## config.mk

```make
export PLATFORM = sky130hd
export DESIGN_NAME = grf_wr_arbiter
export DESIGN_NICKNAME = d
export VERILOG_FILES = /design/src/rtl/grf_wr_arbiter.sv
export SDC_FILE = /design/constraint.sdc
export NUM_CORES = 1
export LEC_CHECK = 0
export CAP_MARGIN = 20
export CORE_MARGIN = 2
export CORE_UTILIZATION = 45
export CTS_BUF_LIST = sky130_fd_sc_hd__clkbuf_8
export DETAILED_ROUTE_END_ITERATION = 10
export PLACE_DENSITY_LB_ADDON = 0.15
export RECOVER_POWER = 100
export SETUP_SLACK_MARGIN = 0.1
export SYNTH_ARGS = -nofsm -noshare
export SYNTH_HDL_FRONTEND = slang
export SYNTH_SLANG_ARGS = --single-unit
export TNS_END_PERCENT = 10
```

## constraint.sdc

```tcl
create_clock -name clk -period 4 [get_ports clk]
set_input_delay 1 -clock clk [delete_from_list [all_inputs] [get_ports clk]]
set_output_delay 1 -clock clk [all_outputs]
set_load 0.02 [all_outputs]
```

## src/rtl/grf_wr_arbiter.sv

```systemverilog
// Two-requester round-robin write arbiter for the general register file.
// It also keeps a pending-write scoreboard for RAW hazard checks and counts committed writes.
module grf_wr_arbiter #(
  parameter int DW = 32
) (
  input  logic          clk,
  input  logic          reset,
  input  logic          req0_valid,
  input  logic [4:0]    req0_addr,
  input  logic [DW-1:0] req0_data,
  input  logic [DW-1:0] req0_pc,
  output logic          req0_ready,
  input  logic          req1_valid,
  input  logic [4:0]    req1_addr,
  input  logic [DW-1:0] req1_data,
  input  logic [DW-1:0] req1_pc,
  output logic          req1_ready,
  output logic          grf_we,
  output logic [4:0]    grf_a3,
  output logic [DW-1:0] grf_wd,
  output logic [DW-1:0] grf_pc,
  input  logic          busy_set,
  input  logic [4:0]    busy_addr,
  input  logic [4:0]    rs_a,
  input  logic [4:0]    rs_b,
  output logic          hazard,
  output logic [31:0]   busy_vec,
  output logic [15:0]   wr_count
);

  // last_grant_q=1 means req0 was granted most recently; the reset value favours req0.
  logic          last_grant_q, last_grant_d;
  logic          we_q, we_d;
  logic [4:0]    a3_q, a3_d;
  logic [DW-1:0] wd_q, wd_d;
  logic [DW-1:0] pc_q, pc_d;
  logic [31:0]   busy_q, busy_d;
  logic [15:0]   count_q, count_d;

  logic          acc;
  logic          commit;
  logic [4:0]    acc_addr;
  logic [DW-1:0] acc_data;
  logic [DW-1:0] acc_pc;

  assign req0_ready = reset & req0_valid & (~req1_valid | ~last_grant_q);
  assign req1_ready = reset & req1_valid & (~req0_valid |  last_grant_q);

  assign acc      = req0_ready | req1_ready;
  assign acc_addr = req1_ready ? req1_addr : req0_addr;
  assign acc_data = req1_ready ? req1_data : req0_data;
  assign acc_pc   = req1_ready ? req1_pc   : req0_pc;
  // Writes to r0 are accepted but dropped: no port strobe, scoreboard or count effect.
  assign commit   = acc & (acc_addr != 5'd0);

  always_comb begin
    last_grant_d = last_grant_q;
    if (req0_ready) begin
      last_grant_d = 1'b1;
    end else if (req1_ready) begin
      last_grant_d = 1'b0;
    end

    we_d = commit;
    a3_d = acc ? acc_addr : a3_q;
    wd_d = acc ? acc_data : wd_q;
    pc_d = acc ? acc_pc   : pc_q;

    // Clear first, then set, so a same-cycle set of the same index wins.
    busy_d = busy_q;
    if (commit) begin
      busy_d[acc_addr] = 1'b0;
    end
    if (busy_set && (busy_addr != 5'd0)) begin
      busy_d[busy_addr] = 1'b1;
    end
    busy_d[0] = 1'b0;

    count_d = count_q;
    if (commit && (count_q != 16'hFFFF)) begin
      count_d = count_q + 16'd1;
    end
  end

  always_ff @(posedge clk or negedge reset) begin
    if (!reset) begin
      last_grant_q <= 1'b0;
      we_q         <= 1'b0;
      a3_q         <= '0;
      wd_q         <= '0;
      pc_q         <= '0;
      busy_q       <= '0;
      count_q      <= '0;
    end else begin
      last_grant_q <= last_grant_d;
      we_q         <= we_d;
      a3_q         <= a3_d;
      wd_q         <= wd_d;
      pc_q         <= pc_d;
      busy_q       <= busy_d;
      count_q      <= count_d;
    end
  end

  assign grf_we   = we_q;
  assign grf_a3   = a3_q;
  assign grf_wd   = wd_q;
  assign grf_pc   = pc_q;
  assign busy_vec = busy_q;
  assign wr_count = count_q;
  assign hazard   = ((rs_a != 5'd0) & busy_q[rs_a]) | ((rs_b != 5'd0) & busy_q[rs_b]);

endmodule

```

==> results.py, run 1 <==
metrics = {
    "cts": {
        "cts_setup_buffers": 0,
        "insertion_delay_ns": 0.45,
        "numCtsBuffers": 17,
        "postCtsHoldBufs": 0,
        "htreeDepth": 4,
        "ctsRootBufferMaster": "clkbuf_8",
        "clk_path_buf_depth": 2,
        "clock-sinks": 118,
        "clkTransAtPathRegs_ns": 0.07,
        "cts_tree": "done",
    },
    "placed_design": {
        "place_area_sq_mm": 0.00873,
        "place_hpwl_mm": 14.9,
        "gp_congestion": 0.895,
        "pre_cts_slack_ns": -0.195,
        "port_buffers": 277,
    },
    "detailed_routing": {
        "ant_nets": 0,
        "dr.pass1.iters": 5,
        "drt_iter0_markers": 361,
        "wl_per_cell_microns": 18.8,
        "drc": 0,
        "viasPerCell": 5.59,
        "drt_wl_total_mm": 20.3,
        "vias": 6016,
    },
    "floorplan": {
        "io_pins": 279,
        "start_util": 0.458,
        "rows": 41,
        "die-area_sq_mm": 0.0137,
        "die_x_microns": 117,
        "fp.dieH_microns": 117,
        "core_area_sq_mm": 0.0126,
    },
    "critical_path": {
        "critPathMaxFanout": 9,
        "cp.required_ns": 3.00,
        "start_kind": "primary input",
        "critical_path_arrival_ns": 2.78,
        "crit_type": "in2out",
        "end_kind": "output pin",
        "r2r_slack_ns": 1.42,
    },
    "logic_synthesis": {
        "synth_edf_count": 0,
        "yosysSeqAreaShare": 0.513,
        "syn_avg_cell_area_sq_um": 9.41,
        "synth_seq_cells": 118,
        "syn_area_sq_mm": 0.00575,
        "synth_cell_type_count": 51,
        "yosys_warnings": 0,
        "syn-instance-count": 611,
        "async_reset_ff_frac": 1.00,
        "syn-num-nets": 770,
        "synth_ff_type": "dfrtp_1",
    },
    "sta": {
        "period_minus_slack_ns": 3.78,
        "hold_violations": 0,
        "fmax_ghz": 0.265,
        "fin_ws_ns": 0.222,
        "fin_skew_ns": 0.0121,
        "fin_crit_sh": 0.945,
        "slew_viol_final": 68,
        "setup_viol": 0,
        "tightest_slew_ns": 1.61,
        "rsz0062_at_grt": "no",
        "relSlewSlack": -0.0711,
    },
    "layout": {
        "fill_cells": 942,
        "design_area_sq_mm": 0.00918,
        "layout-drive-gt1-share": 0.0741,
        "layout-area-overhead-vs-synth_pct": 59.6,
        "diodes": 0,
        "multiInputGateArea_sq_mm": 0.00263,
        "nNetsFinal": 1050,
        "regArea_sq_mm": 0.00295,
    },
    "power_and_ir_drop": {
        "irDropWorstVdd_mv": 0.341,
        "p_per_area_mw_per_mm2": 468,
        "p_leak_nw": 3.73,
    },
    "outcome": {
        "violations": "max-capacitance violations, max-slew violations",
        "status": "complete, but fails checks",
    },
    "global_route": {
        "grt_overflow_total": 0,
        "first_global_vias": 6146,
        "grt_pass1_wl_mm": 31.2,
        "antenna_found_initial": 0,
        "grt_max_degree": 73,
        "grt_usage": 0.300,
    },
    "worst_hold_path": {
        "hold_class": "reg2reg",
    },
    "flow_run": {
        "drv_cap": 1,
    },
}
[cell type report]
| type | instances | share of cell area |
|---|---|---|
| sequential | 118 | 0.322 |
| timing repair buffer | 296 | 0.316 |
| multi-input combinational | 451 | 0.286 |
| clock buffer | 18 | 0.0270 |
| tap | 172 | 0.0234 |
| clock inverter | 14 | 0.0225 |
| inverter | 7 | 0.00341 |
[through the flow]
step                std cells   util  power [W]  hold WS [ns]  setup TNS [ns]
floorplan                 611      -    0.00230         0.502               0
global placement         1044  0.695    0.00312         0.470          -0.191
detailed placement       1044  0.695    0.00316         0.478          -0.195
CTS                      1076  0.731    0.00442         0.496               0
global route             1076  0.730    0.00451         0.516               0
finish                   1076  0.730    0.00430         0.489               0
[layout by cell type, fill, tap and decap left out, types with 8 or more instances in the layout]
cell / instances
nand2b_1: 8
nand3_1: 19
nand4_1: 12
o22ai_1: 66
dfrtp_1: 118
clkdlybuf4s50_1: 152
mux2i_1: 13
mux4_2: 8
nand2_1: 26
o21ai_0: 69
nor2_1: 143
xnor2_1: 13
dlygate4sd3_1: 118
buf_4: 14
clkbuf_8: 18
[state kept, by name, summed over array words and instances (netlist names)]
name and flops:
wr_count 16, grf_wd 32, grf_a3 5, grf_pc 32, last_grant_q 1, busy_vec 31
grf_we 1
[logic make-up (layout without fill, tap and decap cells)]
group	Yosys count	count (layout)	synth area share
AND/OR/NAND/NOR	253	253	0.205
XOR/XNOR	13	13	0.0198
other	1	1	0.000652
buffers and inverters	42	335	0.0318
adder cells (fa/ha/maj)	1	1	0.00217
AO/OA/AOI/OAI	156	156	0.161
flip-flops	118	118	0.513
multiplexers	27	27	0.0661
[what timing repair did]
| action | in CTS | in global routing |
|---|---|---|
| gates cloned | 0 | 0 |
| endpoints found under the hold margin | 0 | 0 |
| endpoints found under the setup margin | 1 | 1 |
| resized for setup | 2 | 7 |
[cells in the mapped netlist (3+ instances only)]
library cell,n,share of area
a2111oi_0,3,0.0046
and2_1,5,0.0054
and3_1,7,0.0076
buf_1,7,0.0046
buf_4,3,0.0039
clkbuf_1,23,0.015
dfrtp_1,118,0.51
inv_1,6,0.0039
mux2_2,3,0.0059
mux2i_1,13,0.023
mux4_2,8,0.031
nand2_1,25,0.016
nand2b_1,8,0.0087
nand3_1,20,0.017
nand3b_1,7,0.0091
nand4_1,12,0.013
nand4b_1,5,0.0076
nor2_1,143,0.093
nor2b_1,3,0.0033
nor3_1,3,0.0026
nor3b_1,4,0.0052
o21ai_0,68,0.059
o22ai_1,66,0.072
o31ai_1,5,0.0065
xnor2_1,13,0.020
[report_power, final]
group | internal [W] | switching, W | total [W] | leakage [nW]
logic | 0.000662 | 0.000734 | 0.00140 | 2.14
registers | 0.00142 | 0.000232 | 0.00166 | 1.36
clock network | 0.000753 | 0.000494 | 0.00125 | 0.230
total | 0.00284 | 0.00146 | 0.00430 | 3.73
[per-layer routing]
metal,GRT usage,part of all wire
met5,0,0
met4,0.125,0.033
met3,0.0999,0.084
met2,0.514,0.50
met1,0.347,0.38
[path summary, 6_finish.rpt]
kind                              startpoint      endpoint  cells past startpoint
min in group asynchronous              reset    grf_pc[25]                      2
max in group asynchronous              reset  busy_vec[12]                      3
worst max-delay path              req1_valid    req1_ready                      5
worst max register to register  last_grant_q  busy_vec[12]                      7
worst min register to register   wr_count[5]   wr_count[5]                      1
worst min-delay path             wr_count[5]   wr_count[5]                      1
[worst max-delay path, cell delays in order]
cell	delay, ns
clkdlybuf4s50_1	0.56
and2_0	0.36
nand2_4	0.11
inv_6	0.10
clkdlybuf4s50_1	0.65
Note: power is estimated with default switching activity, not from simulation.
==> run 2: changes to the inputs <==
- RECOVER_POWER: 100 -> 50
- clock period: 4 -> 4.9 ns (I/O delays scaled with it)
==> results.py, run 2 (synthesis gave the netlist of run 1 again) <==
metrics = {
    "placed_design": {
        "dp_cells": 1036,
        "port_buffers": 277,
        "gp_congestion": 0.851,
        "place_hpwl_mm": 15.1,
        "pre_cts_slack_ns": 0.172,
    },
    "critical_path": {
        "reg2reg_depth": 7,
        "crit_type": "in2out",
        "end_kind": "output pin",
        "critPathMaxFanout": 4,
        "cp.required_ns": 3.67,
        "start_kind": "primary input",
        "critical_path_arrival_ns": 3.40,
    },
    "global_route": {
        "first_global_vias": 6042,
        "antenna_found_initial": 0,
        "grt_overflow_total": 0,
        "grt_usage": 0.304,
        "grt_pass1_wl_mm": 31.8,
        "grt_max_degree": 73,
    },
    "worst_hold_path": {
        "hold_class": "reg2reg",
        "worstHoldPathCells": 1,
    },
    "cts": {
        "clock-sinks": 118,
        "clkTransAtPathRegs_ns": 0.07,
        "ctsRootBufferMaster": "clkbuf_8",
        "cts_resized": 0,
        "insertion_delay_ns": 0.44,
        "postCtsHoldBufs": 0,
        "clk_path_buf_depth": 2,
        "numCtsBuffers": 17,
        "htreeDepth": 4,
        "cts_tree": "done",
        "cts_setup_buffers": 0,
    },
    "layout": {
        "fill_cells": 934,
        "layout-area-overhead-vs-synth_pct": 59.0,
        "layout-drive-gt1-share": 0.0670,
        "layout_common_cells": "clkdlybuf4s50_1, nor2_1, dfrtp_1",
        "fin_cells": 1068,
        "diodes": 0,
        "nNetsFinal": 1042,
        "layout_commonest_cell": "clkdlybuf4s50_1",
    },
    "sta": {
        "fmax_ghz": 0.216,
        "period_minus_slack_ns": 4.63,
        "rsz0062_at_grt": "no",
        "fin_ws_ns": 0.273,
        "setup_viol": 0,
        "fin_skew_ns": 0.00975,
        "setup_tns_ns": 0,
        "relSlewSlack": -0.756,
        "worst_hold_slack_ns": 0.484,
        "fin_crit_sh": 0.944,
        "slew_viol_final": 51,
        "hold_violations": 0,
        "tightest_slew_ns": 2.63,
    },
    "power_and_ir_drop": {
        "irDropWorstVdd_mv": 0.262,
        "p_leak_nw": 3.64,
        "p_per_area_mw_per_mm2": 391,
        "total_power_w": 0.00358,
    },
    "detailed_routing": {
        "drt_iter0_markers": 391,
        "drc": 0,
        "drt_wl_total_mm": 20.4,
        "dr.pass1.iters": 5,
        "viasPerCell": 5.61,
        "vias": 5994,
        "ant_nets": 0,
        "wl_per_cell_microns": 19.1,
    },
    "floorplan": {
        "core_area_sq_mm": 0.0126,
        "io_pins": 279,
        "die-area_sq_mm": 0.0137,
        "start_util": 0.458,
        "fp.dieH_microns": 117,
        "die_x_microns": 117,
        "rows": 41,
    },
    "flow_run": {
        "drv_cap": 1,
    },
    "outcome": {
        "status": "complete, but fails checks",
        "violations": "max-capacitance violations, max-slew violations",
    },
}
## run 2: cell count changes in the layout (fill, tap and decap cells not counted), sizes merged, moves of 2 or more
cell	before	now
dlymetal6s2s	4	1
buf	14	10
clkinv	5	2
clkbuf	25	23
dlygate4sd3	118	58
clkdlybuf4s50	152	217
## run 2: area by class of cell
class | count | area [sq um] | area share
clock inverters | 11 | 179 | 0.0196
inverters | 7 | 31.3 | 0.00342
clock buffers | 21 | 289 | 0.0316
repair buffers | 288 | 2850 | 0.312
flip-flops and latches | 118 | 2950 | 0.323
multi-input cells | 451 | 2630 | 0.287
well taps | 172 | 215 | 0.0235
## run 2: worst paths after layout
check / start / endpoint / slack, ns
max: rs_b[0] / hazard / 0.27
min: wr_count[15] / wr_count[15] / 0.48
max reg2reg: last_grant_q / busy_vec[24] / 2.31
min reg2reg: wr_count[15] / wr_count[15] / 0.48
max in group asynchronous: reset / grf_wd[28] / 0.90
min in group asynchronous: reset / grf_pc[25] / 0.70
## run 2: critical path, stage by stage
cell and delay [ns]:
clkdlybuf4s50_1 0.59, mux4_2 0.52, nor4b_1 0.26, nor4_1 0.09, nand2_1 0.08, nand4_1 0.08
clkdlybuf4s50_1 0.55
## run 2: metal layers
layer  GRT usage  wire length, microns  vias to the layer above
li1            -                     -                     2745
met1       0.367                  8040                     2939
met2       0.513                 10100                      263
met3      0.0870                  1620                       47
met4       0.124                   651                        0
met5           0                     0                        -
## run 2: stage by stage
step	cell area, sq um	utilization
2_1_floorplan	5750	-
3_3_place_gp	8670	0.690
3_5_place_dp	8670	0.690
4_1_cts	9140	0.727
5_1_grt	9140	0.728
6_report	9140	0.728
## run 2: power breakdown
| group | switching [W] | internal, W |
|---|---|---|
| logic | 0.000600 | 0.000583 |
| clock network | 0.000385 | 0.000653 |
| registers | 0.000192 | 0.00116 |
==> run 3: changes to the inputs <==
- REMOVE_ABC_BUFFERS: not set -> 1
- TNS_END_PERCENT: 10 -> not set
==> results.py, run 3 (synthesis gave the netlist of run 1 again) <==
metrics = {
    "detailed_routing": {
        "dr.pass1.iters": 5,
        "ant_nets": 0,
        "viasPerCell": 5.65,
        "drt_wl_total_mm": 21.1,
        "drt_iter0_markers": 452,
        "drc": 0,
        "wl_per_cell_microns": 19.7,
        "vias": 6045,
    },
    "cts": {
        "clock-sinks": 118,
        "numCtsBuffers": 17,
        "clkTransAtPathRegs_ns": 0.07,
        "htreeDepth": 4,
        "insertion_delay_ns": 0.45,
        "cts_setup_buffers": 0,
        "clk_path_buf_depth": 2,
        "cts_tree": "done",
        "ctsRootBufferMaster": "clkbuf_8",
    },
    "layout": {
        "layout_common_cells": "clkdlybuf4s50_1, nor2_1, dfrtp_1",
        "layout_commonest_cell": "clkdlybuf4s50_1",
        "design_area_sq_mm": 0.00908,
        "layout-area-overhead-vs-synth_pct": 57.9,
        "nNetsFinal": 1042,
        "layout-drive-gt1-share": 0.0703,
        "fin_cells": 1070,
    },
    "global_route": {
        "grt_max_degree": 83,
        "first_global_vias": 6010,
        "grt_overflow_total": 0,
        "antenna_found_initial": 2,
        "grt_usage": 0.312,
        "grt_pass1_wl_mm": 31.8,
    },
    "critical_path": {
        "cp.required_ns": 3.67,
        "end_kind": "output pin",
        "critical_path_arrival_ns": 3.33,
        "crit_type": "in2out",
        "start_kind": "primary input",
        "critPathMaxFanout": 2,
    },
    "sta": {
        "fin_skew_ns": 0.00595,
        "hold_violations": 0,
        "relSlewSlack": 0.0121,
        "tightest_slew_ns": 1.48,
        "period_minus_slack_ns": 4.56,
        "slew_viol_final": 0,
        "rsz0062_at_grt": "no",
        "setup_viol": 0,
        "fin_crit_sh": 0.930,
        "fmax_ghz": 0.219,
        "setup_tns_ns": 0,
        "worst_hold_slack_ns": 0.498,
    },
    "worst_hold_path": {
        "hold_class": "reg2reg",
    },
    "power_and_ir_drop": {
        "intPower_w": 0.00220,
        "irDropWorstVdd_mv": 0.310,
        "p_per_area_mw_per_mm2": 379,
        "p_seq_frac": 0.394,
        "p_leak_nw": 3.62,
        "p_sw_w": 0.00124,
        "comb_power_share": 0.344,
        "p_sw_frac": 0.359,
        "pwr-share-clk": 0.261,
    },
    "placed_design": {
        "place_hpwl_mm": 15.6,
        "place_area_sq_mm": 0.00867,
        "dp_cells": 1035,
        "port_buffers": 277,
        "gp_congestion": 0.977,
    },
    "floorplan": {
        "die-area_sq_mm": 0.0137,
        "start_util": 0.458,
        "core_area_sq_mm": 0.0126,
        "fp.dieH_microns": 117,
        "rows": 41,
        "die_x_microns": 117,
        "io_pins": 279,
    },
    "flow_run": {
        "drv_cap": 0,
    },
    "outcome": {
        "status": "finished, final reports clean",
    },
}
==> run 3: cell count changes in the layout (fill, tap and decap cells not counted), sizes merged, moves of 2 or more <==
cell and delta:
bufinv -3, clkbuf -3, clkdlybuf4s50 -3, clkinvlp +3, diode +2, dlymetal6s2s +4, inv +3
==> run 3: power groups by stage <==
stage	Clock, W	Sequential (W)	Combinational (W)
2_1_floorplan	0	0.00154	0.000321
3_3_place_gp	0	0.00136	0.00119
3_5_place_dp	0	0.00137	0.00121
4_1_cts	0.000918	0.00135	0.00122
5_1_grt	0.000955	0.00138	0.00127
6_report	0.000899	0.00136	0.00118
==> run 3: worst max-delay path: stages <==
cell and delay [ns]:
clkdlybuf4s50_1 0.53, mux4_2 0.52, nor4bb_1 0.27, nor4_1 0.08
nand2_1 0.08, nand4_1 0.08, clkdlybuf4s50_1 0.55
==> run 3: final timing paths <==
| kind | to | from | cells past startpoint | slack (ns) |
|---|---|---|---|---|
| setup reg to reg | wr_count[8] | last_grant_q | 8 | 2.11 |
| min in group asynchronous | grf_wd[20] | reset | 2 | 0.86 |
| hold reg to reg | wr_count[15] | wr_count[15] | 1 | 0.50 |
| max in group asynchronous | busy_vec[14] | reset | 4 | 1.23 |
| hold / removal | wr_count[15] | wr_count[15] | 1 | 0.50 |
| setup / recovery | hazard | rs_b[1] | 7 | 0.34 |
==> run 3: final cells by class <==
type | instances | area (sq um)
clock buffers | 17 | 234
repair buffers | 288 | 2860
multi-input cells | 451 | 2620
clock inverters | 15 | 169
inverters | 7 | 31.3
well taps | 172 | 215
flip-flops and latches | 118 | 2950
diodes | 2 | 5.00
fillers | 956 | 3490
==> run 3: through the flow <==
stage	util	worst slack (ns)	total power [W]
after CTS	0.722	0.206	0.00349
after floorplan	-	0.805	0.00186
after global placement	0.690	0.219	0.00255
after detailed placement	0.690	0.219	0.00258
final	0.723	0.343	0.00344
after global routing	0.723	0.217	0.00360
==> run 3: routing by layer <==
metal / wire [microns] / track usage / vias to the layer above
met1: 8280 / 0.380 / 2912
met2: 10000 / 0.508 / 327
met4: 814 / 0.137 / 0
li1: - / - / 2752
met3: 1990 / 0.103 / 54
met5: 0 / 0 / -
==> run 3: timing repair <==
action	in CTS	in global routing
hold buffers	0	0
gates resized for setup	0	7
endpoints found under the setup margin	0	1
